--- config.mk ---
export PLATFORM = sky130hd
export DESIGN_NAME = pwm_multi_flat
export DESIGN_NICKNAME = d
export VERILOG_FILES = /design/src/rtl/toi2s_pkg.sv /design/src/rtl/pwm_multi_if.sv /design/src/rtl/pwm_multi_prescaler.sv /design/src/rtl/pwm_multi.sv /design/src/flat_wrapper.sv
export SDC_FILE = /design/constraint.sdc
export NUM_CORES = 1
export LEC_CHECK = 0
export BUFFER_PORTS_ARGS = -buffer_cell sky130_fd_sc_hd__buf_2
export CAP_MARGIN = 20
export CORE_AREA = 2 2 96 98
export DETAILED_ROUTE_END_ITERATION = 10
export DIE_AREA = 0 0 98 100
export SETUP_SLACK_MARGIN = 0.3
export SYNTH_ARGS = -nofsm -noshare
export SYNTH_HDL_FRONTEND = slang
export SYNTH_SLANG_ARGS = --single-unit
--- constraint.sdc ---
create_clock -name clk -period 3.4 [get_ports clk]
set_input_delay 0 -clock clk [delete_from_list [all_inputs] [get_ports clk]]
set_output_delay 0 -clock clk [all_outputs]
set_load 0.005 [all_outputs]
--- src/rtl/toi2s_pkg.sv ---
// Shared types and default sizing for the toi2s PWM block and its register-bank field.
package toi2s_pkg;

  localparam int PWM_N_CH       = 2;
  localparam int PWM_WIDTH      = 8;
  localparam int PWM_PRESCALE_W = 4;

  typedef enum logic {PWM_EDGE, PWM_CENTER} pwm_mode_e;
  typedef enum logic {DIR_UP, DIR_DOWN} pwm_dir_e;

  // sys_cfg fields that feed the PWM block
  typedef struct packed {
    logic [PWM_N_CH*PWM_WIDTH-1:0] duty;
    logic [PWM_WIDTH-1:0]          period;
    logic [PWM_PRESCALE_W-1:0]     prescale;
    pwm_mode_e                     mode;
  } sys_cfg_t;

endpackage

--- src/rtl/pwm_multi_if.sv ---
// Configuration/request inputs and PWM outputs of pwm_multi, plus counter debug taps.
interface pwm_multi_if
  import toi2s_pkg::*;
#(
  parameter int N_CH       = PWM_N_CH,
  parameter int WIDTH      = PWM_WIDTH,
  parameter int PRESCALE_W = PWM_PRESCALE_W
);
  logic                    ena;
  logic                    center_mode;
  logic [WIDTH-1:0]        period;
  logic [PRESCALE_W-1:0]   prescale;
  logic [N_CH*WIDTH-1:0]   duty;
  // duty_load is a one-cycle request with no stall; load_ack is a one-cycle
  // completion pulse when the requested duty becomes active at a boundary.
  logic                    duty_load;
  logic [N_CH-1:0]         pwm_out;
  logic                    period_start;
  logic                    load_ack;
  logic [WIDTH-1:0]        dbg_cnt;
  pwm_dir_e                dbg_dir;

  modport master (
    output ena, center_mode, period, prescale, duty, duty_load,
    input  pwm_out, period_start, load_ack, dbg_cnt, dbg_dir
  );

  modport slave (
    input  ena, center_mode, period, prescale, duty, duty_load,
    output pwm_out, period_start, load_ack, dbg_cnt, dbg_dir
  );
endinterface

--- src/rtl/pwm_multi_prescaler.sv ---
// Clock divider: one tick every prescale+1 cycles; clear restarts the count.
module pwm_prescaler #(
  parameter int PRESCALE_W = 4
) (
  input  logic                  clk,
  input  logic                  resetb,
  input  logic                  clear,
  input  logic [PRESCALE_W-1:0] prescale,
  output logic                  tick
);
  logic [PRESCALE_W-1:0] count;

  // >= keeps the divider from running away if prescale shrinks mid-count
  assign tick = !clear && (count >= prescale);

  always_ff @(posedge clk or negedge resetb) begin
    if (!resetb) begin
      count <= '0;
    end else if (clear || count >= prescale) begin
      count <= '0;
    end else begin
      count <= count + 1'b1;
    end
  end
endmodule

--- src/rtl/pwm_multi.sv ---
// Multi-channel PWM: shared edge/center-aligned counter, double-buffered per-channel duty.
module pwm_multi
  import toi2s_pkg::*;
#(
  parameter int N_CH       = PWM_N_CH,
  parameter int WIDTH      = PWM_WIDTH,
  parameter int PRESCALE_W = PWM_PRESCALE_W
) (
  input logic        clk,
  input logic        resetb,
  pwm_multi_if.slave bus
);
  logic [WIDTH-1:0]            cnt;
  logic [WIDTH-1:0]            cnt_nx;
  logic [WIDTH-1:0]            period_q;
  pwm_dir_e                    dir;
  pwm_dir_e                    dir_nx;
  pwm_mode_e                   mode_q;
  logic [N_CH-1:0][WIDTH-1:0]  duty_act;
  logic [N_CH-1:0][WIDTH-1:0]  staging;
  logic                        pending;
  logic                        ena_q;
  logic                        tick;
  logic                        start;
  logic                        presc_clear;
  logic                        eff_center;
  logic                        wrap;
  logic                        boundary;
  logic [N_CH-1:0]             cmp;
  logic [N_CH-1:0]             pwm_q;
  logic                        period_start_q;
  logic                        load_ack_q;

  assign start       = bus.ena && !ena_q;
  assign presc_clear = !bus.ena || start;

  pwm_prescaler #(.PRESCALE_W(PRESCALE_W)) u_prescaler (
    .clk      (clk),
    .resetb   (resetb),
    .clear    (presc_clear),
    .prescale (bus.prescale),
    .tick     (tick)
  );

  // Next count on a tick; wrap marks the tick that would load cnt=0
  always_comb begin
    eff_center = (mode_q == PWM_CENTER) && (period_q != '0);
    cnt_nx     = cnt + 1'b1;
    dir_nx     = dir;
    wrap       = 1'b0;
    if (!eff_center) begin
      if (cnt == period_q) begin
        cnt_nx = '0;
        wrap   = 1'b1;
      end
    end else if (dir == DIR_UP) begin
      if (cnt == period_q) begin
        cnt_nx = cnt - 1'b1;
        dir_nx = DIR_DOWN;
        wrap   = (period_q == WIDTH'(1));
      end
    end else begin
      cnt_nx = cnt - 1'b1;
      wrap   = (cnt == WIDTH'(1));
    end
  end

  assign boundary = start || (tick && wrap);

  for (genvar k = 0; k < N_CH; k++) begin : g_ch
    assign cmp[k] = (cnt < duty_act[k]);
  end

  always_ff @(posedge clk or negedge resetb) begin
    if (!resetb) begin
      cnt            <= '0;
      dir            <= DIR_UP;
      period_q       <= '0;
      mode_q         <= PWM_EDGE;
      duty_act       <= '0;
      staging        <= '0;
      pending        <= 1'b0;
      ena_q          <= 1'b0;
      pwm_q          <= '0;
      period_start_q <= 1'b0;
      load_ack_q     <= 1'b0;
    end else begin
      period_start_q <= 1'b0;
      load_ack_q     <= 1'b0;
      pwm_q          <= bus.ena ? cmp : '0;
      ena_q          <= bus.ena;
      if (!bus.ena) begin
        cnt <= '0;
        dir <= DIR_UP;
      end else if (boundary) begin
        cnt            <= '0;
        dir            <= DIR_UP;
        period_q       <= bus.period;
        mode_q         <= pwm_mode_e'(bus.center_mode);
        period_start_q <= 1'b1;
        if (pending || bus.duty_load) begin
          duty_act   <= bus.duty_load ? bus.duty : staging;
          pending    <= 1'b0;
          load_ack_q <= 1'b1;
        end
      end else if (tick) begin
        cnt <= cnt_nx;
        dir <= dir_nx;
      end
      // Requests away from a boundary are staged; last write wins
      if (bus.duty_load && !boundary) begin
        staging <= bus.duty;
        pending <= 1'b1;
      end
    end
  end

  assign bus.pwm_out      = pwm_q;
  assign bus.period_start = period_start_q;
  assign bus.load_ack     = load_ack_q;
  assign bus.dbg_cnt      = cnt;
  assign bus.dbg_dir      = dir;
endmodule

--- src/flat_wrapper.sv ---
// flat-port wrapper written by rule: the top's interface ports become plain ports
module pwm_multi_flat import toi2s_pkg::*;
#(
  parameter int N_CH       = PWM_N_CH,
  parameter int WIDTH      = PWM_WIDTH,
  parameter int PRESCALE_W = PWM_PRESCALE_W
)
  (clk, resetb, bus_ena, bus_center_mode, bus_period, bus_prescale, bus_duty, bus_duty_load, bus_pwm_out, bus_period_start, bus_load_ack, bus_dbg_cnt, bus_dbg_dir);
  pwm_multi_if #(.N_CH(N_CH), .WIDTH(WIDTH), .PRESCALE_W(PRESCALE_W)) bus_i ();
  input logic clk;
  input logic resetb;
  input wire logic [$bits(bus_i.ena)-1:0] bus_ena;
  input wire logic [$bits(bus_i.center_mode)-1:0] bus_center_mode;
  input wire logic [$bits(bus_i.period)-1:0] bus_period;
  input wire logic [$bits(bus_i.prescale)-1:0] bus_prescale;
  input wire logic [$bits(bus_i.duty)-1:0] bus_duty;
  input wire logic [$bits(bus_i.duty_load)-1:0] bus_duty_load;
  output wire logic [$bits(bus_i.pwm_out)-1:0] bus_pwm_out;
  output wire logic [$bits(bus_i.period_start)-1:0] bus_period_start;
  output wire logic [$bits(bus_i.load_ack)-1:0] bus_load_ack;
  output wire logic [$bits(bus_i.dbg_cnt)-1:0] bus_dbg_cnt;
  output wire logic [$bits(bus_i.dbg_dir)-1:0] bus_dbg_dir;
  assign bus_i.ena = bus_ena;
  assign bus_i.center_mode = bus_center_mode;
  assign bus_i.period = bus_period;
  assign bus_i.prescale = bus_prescale;
  assign bus_i.duty = bus_duty;
  assign bus_i.duty_load = bus_duty_load;
  assign bus_pwm_out = bus_i.pwm_out;
  assign bus_period_start = bus_i.period_start;
  assign bus_load_ack = bus_i.load_ack;
  assign bus_dbg_cnt = bus_i.dbg_cnt;
  assign bus_dbg_dir = bus_i.dbg_dir;
  pwm_multi #(.N_CH(N_CH), .WIDTH(WIDTH), .PRESCALE_W(PRESCALE_W)) u_core (.clk(clk), .resetb(resetb), .bus(bus_i));
endmodule
### Word level (Yosys, flattened, before mapping)

Cells that the tools add are included.

| word-level totals | value |
|---|---|
| word-level logic and storage cells | 74 |
| input bits | 33 |
| register bits | 60 |

| operators by class | value |
|---|---|
| muxes and demuxes | 28 |
| eq/ne operators | 5 |
| $lt $le $gt $ge | 3 |
| add/sub/neg operators | 3 |
| reduce and logical (&&, ||, !) cells | 21 |

Operator list:

| operator | count |
|---|---|
| $mux W8 | 7 |
| $mux W1 | 18 |
| $eq A8 B1 Y1 const B | 2 |
| $lt A8 B8 Y1 | 2 |
| $mux W16 | 1 |
| $add A8 B1 Y8 const B | 1 |
| $eq A8 B8 Y1 | 1 |
| $reduce_bool A8 Y1 | 1 |
| $sub A8 B1 Y8 const B | 1 |
| $ne A3 B1 Y1 const B | 2 |
| $reduce_and A3 Y1 | 2 |
| $reduce_bool A2 Y1 | 3 |
| $logic_and A1 B1 Y1 | 5 |
| $add A4 B1 Y4 const B | 1 |
| $ge A4 B4 Y1 | 1 |
| $logic_not A1 Y1 | 4 |
| $logic_or A1 B1 Y1 | 4 |
| $mux W4 | 1 |
| $reduce_and A2 Y1 | 2 |
| $mux W2 | 1 |

### Longest topological paths before layout

| depth | value |
|---|---|
| depth in word-level cells | 11 |
| depth in mapped cells | 11 |

### Cells and area by module

From an unflattened synthesis, not the netlist that was laid out.

| unflattened totals | value |
|---|---|
| cells, all modules | 344 |
| area total of the unflattened synthesis | 3538.4 µm² |

By module, submodules not included:

| module | sequential area each (µm²) | area each (µm²) | instances | cells an instance |
|---|---|---|---|---|
| pwm_multi | 1401.3 | 3269.4 | 1 | 319 |
| pwm_prescaler | 100.1 | 269.0 | 1 | 25 |

### Least setup slack after synthesis

No wires, ideal clock.

| timing | value |
|---|---|
| kind | reg-to-reg |
| start point | register u_core.cnt[4], in the netlist u_core.bus.dbg_cnt[4] |
| end point | register u_core.staging[10] (netlist name) |
| setup slack | 0.677 ns |
| cell stages (with the launch flop) | 9 |
| buffers on the path | 2 |
| library setup time | 0.125 ns |
| arrival | 2.598 ns |
| path through | dfrtp_1 clkbuf_1 or4_1 or4_1 nand3_1 a41oi_4 nand2_4 buf_6 mux2_4 |

| on the way | value |
|---|---|
| cells in the longest elaborated chain, start to end | 8 |

RTL lines:

| what | line | text |
|---|---|---|
| start, declared | pwm_multi.sv:13 | `logic [WIDTH-1:0] cnt;` |
| start signal, assigned | pwm_multi.sv:107 | `cnt <= cnt_nx;` |
| $eq A8 B8 Y1 | pwm_multi.sv:52, pwm_multi.sv:57 |  |
| $mux W1 | pwm_multi.sv:57 | `if (cnt == period_q) begin` |
| $mux W1 | pwm_multi.sv:56 | `end else if (dir == DIR_UP) begin` |
| $mux W1 (*) | pwm_multi.sv:51 | `if (!eff_center) begin` |
| $logic_and A1 B1 Y1 (*) | pwm_multi.sv:68 | `assign boundary = start \|\| (tick && wrap);` |
| $logic_or A1 B1 Y1 (*) | pwm_multi.sv:68 |  |
| $logic_not A1 Y1 (*) | pwm_multi.sv:111 | `if (bus.duty_load && !boundary) begin` |
| $logic_and A1 B1 Y1 (*) | pwm_multi.sv:111 |  |
| end signal, assigned | pwm_multi.sv:112 | `staging <= bus.duty;` |
| end, declared | pwm_multi.sv:20 | `logic [N_CH-1:0][WIDTH-1:0] staging;` |

Mark *: on every way between the ends. The rest lies on a longest branch, timed or not.
A chain may end at the register's enable or synchronous reset.

### Worst setup path after layout

| timing | value |
|---|---|
| start point | register u_core.period_q[4] |
| end point | register u_core.staging[7] (netlist name) |

| on the way | value |
|---|---|
| cells in the longest elaborated chain, start to end | 8 |

RTL lines:

| what | line | text |
|---|---|---|
| start, declared | pwm_multi.sv:15 | `logic [WIDTH-1:0] period_q;` |
| start signal, assigned | pwm_multi.sv:98 | `period_q <= bus.period;` |
| $eq A8 B1 Y1 / $eq A8 B8 Y1 (equally long branches) | pwm_multi.sv:60, pwm_multi.sv:52, pwm_multi.sv:57 |  |
| $mux W1 | pwm_multi.sv:57 |  |
| $mux W1 | pwm_multi.sv:56 |  |
| $mux W1 (*) | pwm_multi.sv:51 |  |
| $logic_and A1 B1 Y1 (*) | pwm_multi.sv:68 |  |
| $logic_or A1 B1 Y1 (*) | pwm_multi.sv:68 |  |
| $logic_not A1 Y1 (*) | pwm_multi.sv:111 |  |
| $logic_and A1 B1 Y1 (*) | pwm_multi.sv:111 |  |

Marks and branches as above.

==> metrics.txt <==
Netlist cell types=52; maximum buffer depth of the clock tree=2; Hold Path Class=primary input to flop; Crit. Startpoint=u_core.period_q[4]; Post-synth EDFFs=0; layout cell share with drive strength beyond 1=23.7%; register share of total power=44.1%; Max-slew headroom=47.4%; Sw Pwr=0.504 mW; routed len/inst=15.6 um; initial DRC count=145; Sum Neg Setup Slack=0 ns; RR Startpoint=u_core.period_q[4]; sequential area share after synthesis=43.7%; GRT overflow=0; number of global-route vias before repair=2597; Die Y-Extent=100 um; share of the synthesized area in the top cell type=43.7%; Combinational Power Share=17.2%; Worst-path clk slew=0.07 ns; CTS sink cnt=60; Max stage delay on crit path=0.56 ns; period utilization=84.1%; R2R Setup Slk=0.54 ns; later-pin clock latency in the skew report=0.34 ns; Placed Area=0.00377 sq mm; critical path launch point type=flop; Crit. End Element=flop; CTS tree=yes; worst path required time=3.62 ns; final setup fails=0; crit-path max FO=16; worst path cell trace=or4_1 -> o31a_1 -> a2bb2o_4 -> a41oi_4 -> nand2_4 -> mux2_4; Main synth FF type=dfrtp_1; CTS Root Cell=clkbuf_8; Max Slew Vio Count=0; final WL=8.12 mm; Initial Utilization=38.6%; # rows=35; Sw Share=25.8%; skew final=0.0104 ns; full die area=0.00980 sq mm; Pwr Density=456 mW/mm^2; critical path data arrival time=3.08 ns; Mapped Nets=385; post-route cell area=0.00429 sq mm; HPWL after DPL=5.77 mm; Num CTS Buffers=9; cell accounting for the most synthesized area=dfrtp_1; Antenna Violating Nets Remaining=0; Total GRT Usage=17.6%; clock share of power=38.7%; Ys Warns=0; die width=98 um; Max Fclk=0.350 GHz; TritonRoute pass-1 iters=4; initial antenna violation count=0; HP Start=bus_duty_load; Layout area overhead=24.9%; Mapped Area=0.00343 sq mm; crit path time final=2.86 ns; final estimated routing congestion in global placement=0.859; WS Path Type=flop to flop; DR vias/cell=5.16; worst-margin pin slew=0.789 ns; Max IR drop VDD=234 uV; Final Hold Viols=0; synthesis-stage register bit count=60; IO buf count=45; P_int=1.45 mW; largest net degree at the start of global routing=36; Synth area leaders=dfrtp_1 (44%), ha_1 (8.0%), mux2_4 (4.4%); outcome=finished, final reports clean; Via Count=2687; Design Power=1.95 mW; first-pass GRT wire length=13.6 mm; n_diodes=0; drc violations=0; Final #Nets=460; Max-Cap Viols=0; RSZ-0062 raised after global routing=no; Leak=2.12 nW; Synth Instances=330; average size of a mapped cell=10.4 sq um; H-Tree Level Count=3; Core ar.=0.00889 sq mm; crit path max-delay cell type=or4_1; Ports=46; Post-synth ARST share=100%
## worst max-delay path, delay by kind of cell (launching register included)
family           cells  cell delay [ns]
AO/OA/AOI/OAI        3             1.13
AND/OR/NAND/NOR      2             0.84
flip-flops           1             0.40
multiplexers         1             0.37
## layout by cell type (no fill, tap or decap), types with 3 or more instances in the layout
master	count
a31oi_1	5
o32ai_1	4
and3_1	4
a21oi_1	12
nand2_1	36
buf_4	10
xnor2_1	15
nor3_1	3
nand2b_1	3
nor2_1	13
mux2_2	7
buf_2	45
ha_1	22
o2bb2ai_1	10
xor2_1	3
dlygate4sd3_1	27
a32oi_1	3
a22o_1	7
o221a_2	3
mux2_4	10
clkbuf_8	12
a21o_1	4
nand4b_1	3
inv_1	27
o21ai_0	7
dfrtp_1	60
nand3_1	7
or4_1	3
and3b_1	10
## sequential cells by signal, indices dropped and copies added, names as in the netlist
signal and count:
u_core.bus.load_ack 1, u_core.staging 16, u_core.mode_q 1, u_core.period_q 8, u_core.pending 1, u_core.bus.period_start 1, u_core.duty_act 16, u_core.bus.pwm_out 2
u_core.bus.dbg_cnt 8, u_core.ena_q 1, u_core.u_prescaler.count 4, u_core.bus.dbg_dir 1
## power groups by stage
stage	combinational (mW)	sequential [mW]	clock, mW
2_1_floorplan	0.234	0.850	0
3_3_place_gp	0.303	0.871	0
3_5_place_dp	0.316	0.872	0
4_1_cts	0.341	0.860	0.782
5_1_grt	0.383	0.873	0.819
6_report	0.336	0.861	0.757
## final cells by class
class / instances / area [sq um]
flip-flops and latches: 60 / 1500
repair buffers: 82 / 571
clock inverters: 3 / 67.6
fillers: 839 / 4600
multi-input cells: 224 / 1730
clock buffers: 13 / 169
inverters: 28 / 105
well taps: 111 / 139
## metal layers
layer	track usage, %	part of all wire [%]
met2	27.8	49
met3	3.13	3.4
met1	24.1	47
met5	0	0
met4	6.94	0.73
## cells in the mapped netlist, types with 2 or more instances
cell and instances:
a211oi_1 2, nand4_1 2, or3_1 2, nand3b_1 2, buf_6 3, clkbuf_1 12, o2bb2ai_1 10, o22ai_1 2
o221a_2 3, and3b_1 10, mux2_2 7, nor2_1 13, nand2_1 36, a32oi_1 3, a31oi_1 5, nand3_1 7
xor2_1 3, a22o_1 7, nor3_1 3, a21o_1 4, nand2b_1 3, o32ai_1 4, xnor2_1 15, or4_1 3
buf_2 2, o21ai_1 2, a21oi_1 12, ha_1 22, nand4b_1 3, inv_1 27, o21bai_1 2, mux2_4 10
o21ai_0 7, and3_1 4, dfrtp_1 60, o211ai_1 2
## cells by family (layout without fill, tap and decap cells)
logic type	Yosys count	after routing	synth area share (%)
AO/OA/AOI/OAI	71	71	16.0
flip-flops	60	60	43.7
XOR/XNOR	18	18	4.59
buffers and inverters	46	126	5.87
AND/OR/NAND/NOR	95	95	14.8
multiplexers	18	18	6.96
adder cells (fa/ha/maj)	22	22	8.02
## path summary, 6_finish.rpt
kind | cells after the start | to
setup reg to reg | 6 | u_core.staging[7]
hold reg to reg | 1 | u_core.duty_act[2]
hold / removal | 3 | u_core.duty_act[0]
max in group asynchronous | 3 | u_core.period_q[4]
min in group asynchronous | 2 | u_core.staging[13]
setup / recovery | 6 | u_core.staging[7]
## stage by stage
stage | hold slack, ns | cells | utilization, % | worst slack, ns
2_1_floorplan | -0.296 | 330 | - | 0.677
3_3_place_gp | 0.127 | 478 | 42.5 | 0.557
3_5_place_dp | 0.144 | 478 | 42.5 | 0.513
4_1_cts | 0.251 | 521 | 48.2 | 0.500
5_1_grt | 0.303 | 521 | 48.2 | 0.305
6_report | 0.262 | 521 | 48.2 | 0.542
## timing repair
action,in CTS,in global routing
hold buffers,27,0
endpoints found under the setup margin,0,11
gates resized for setup,0,1
setup buffers,0,0
endpoints found under the hold margin,77,0
(Power assumes the default switching activity.)
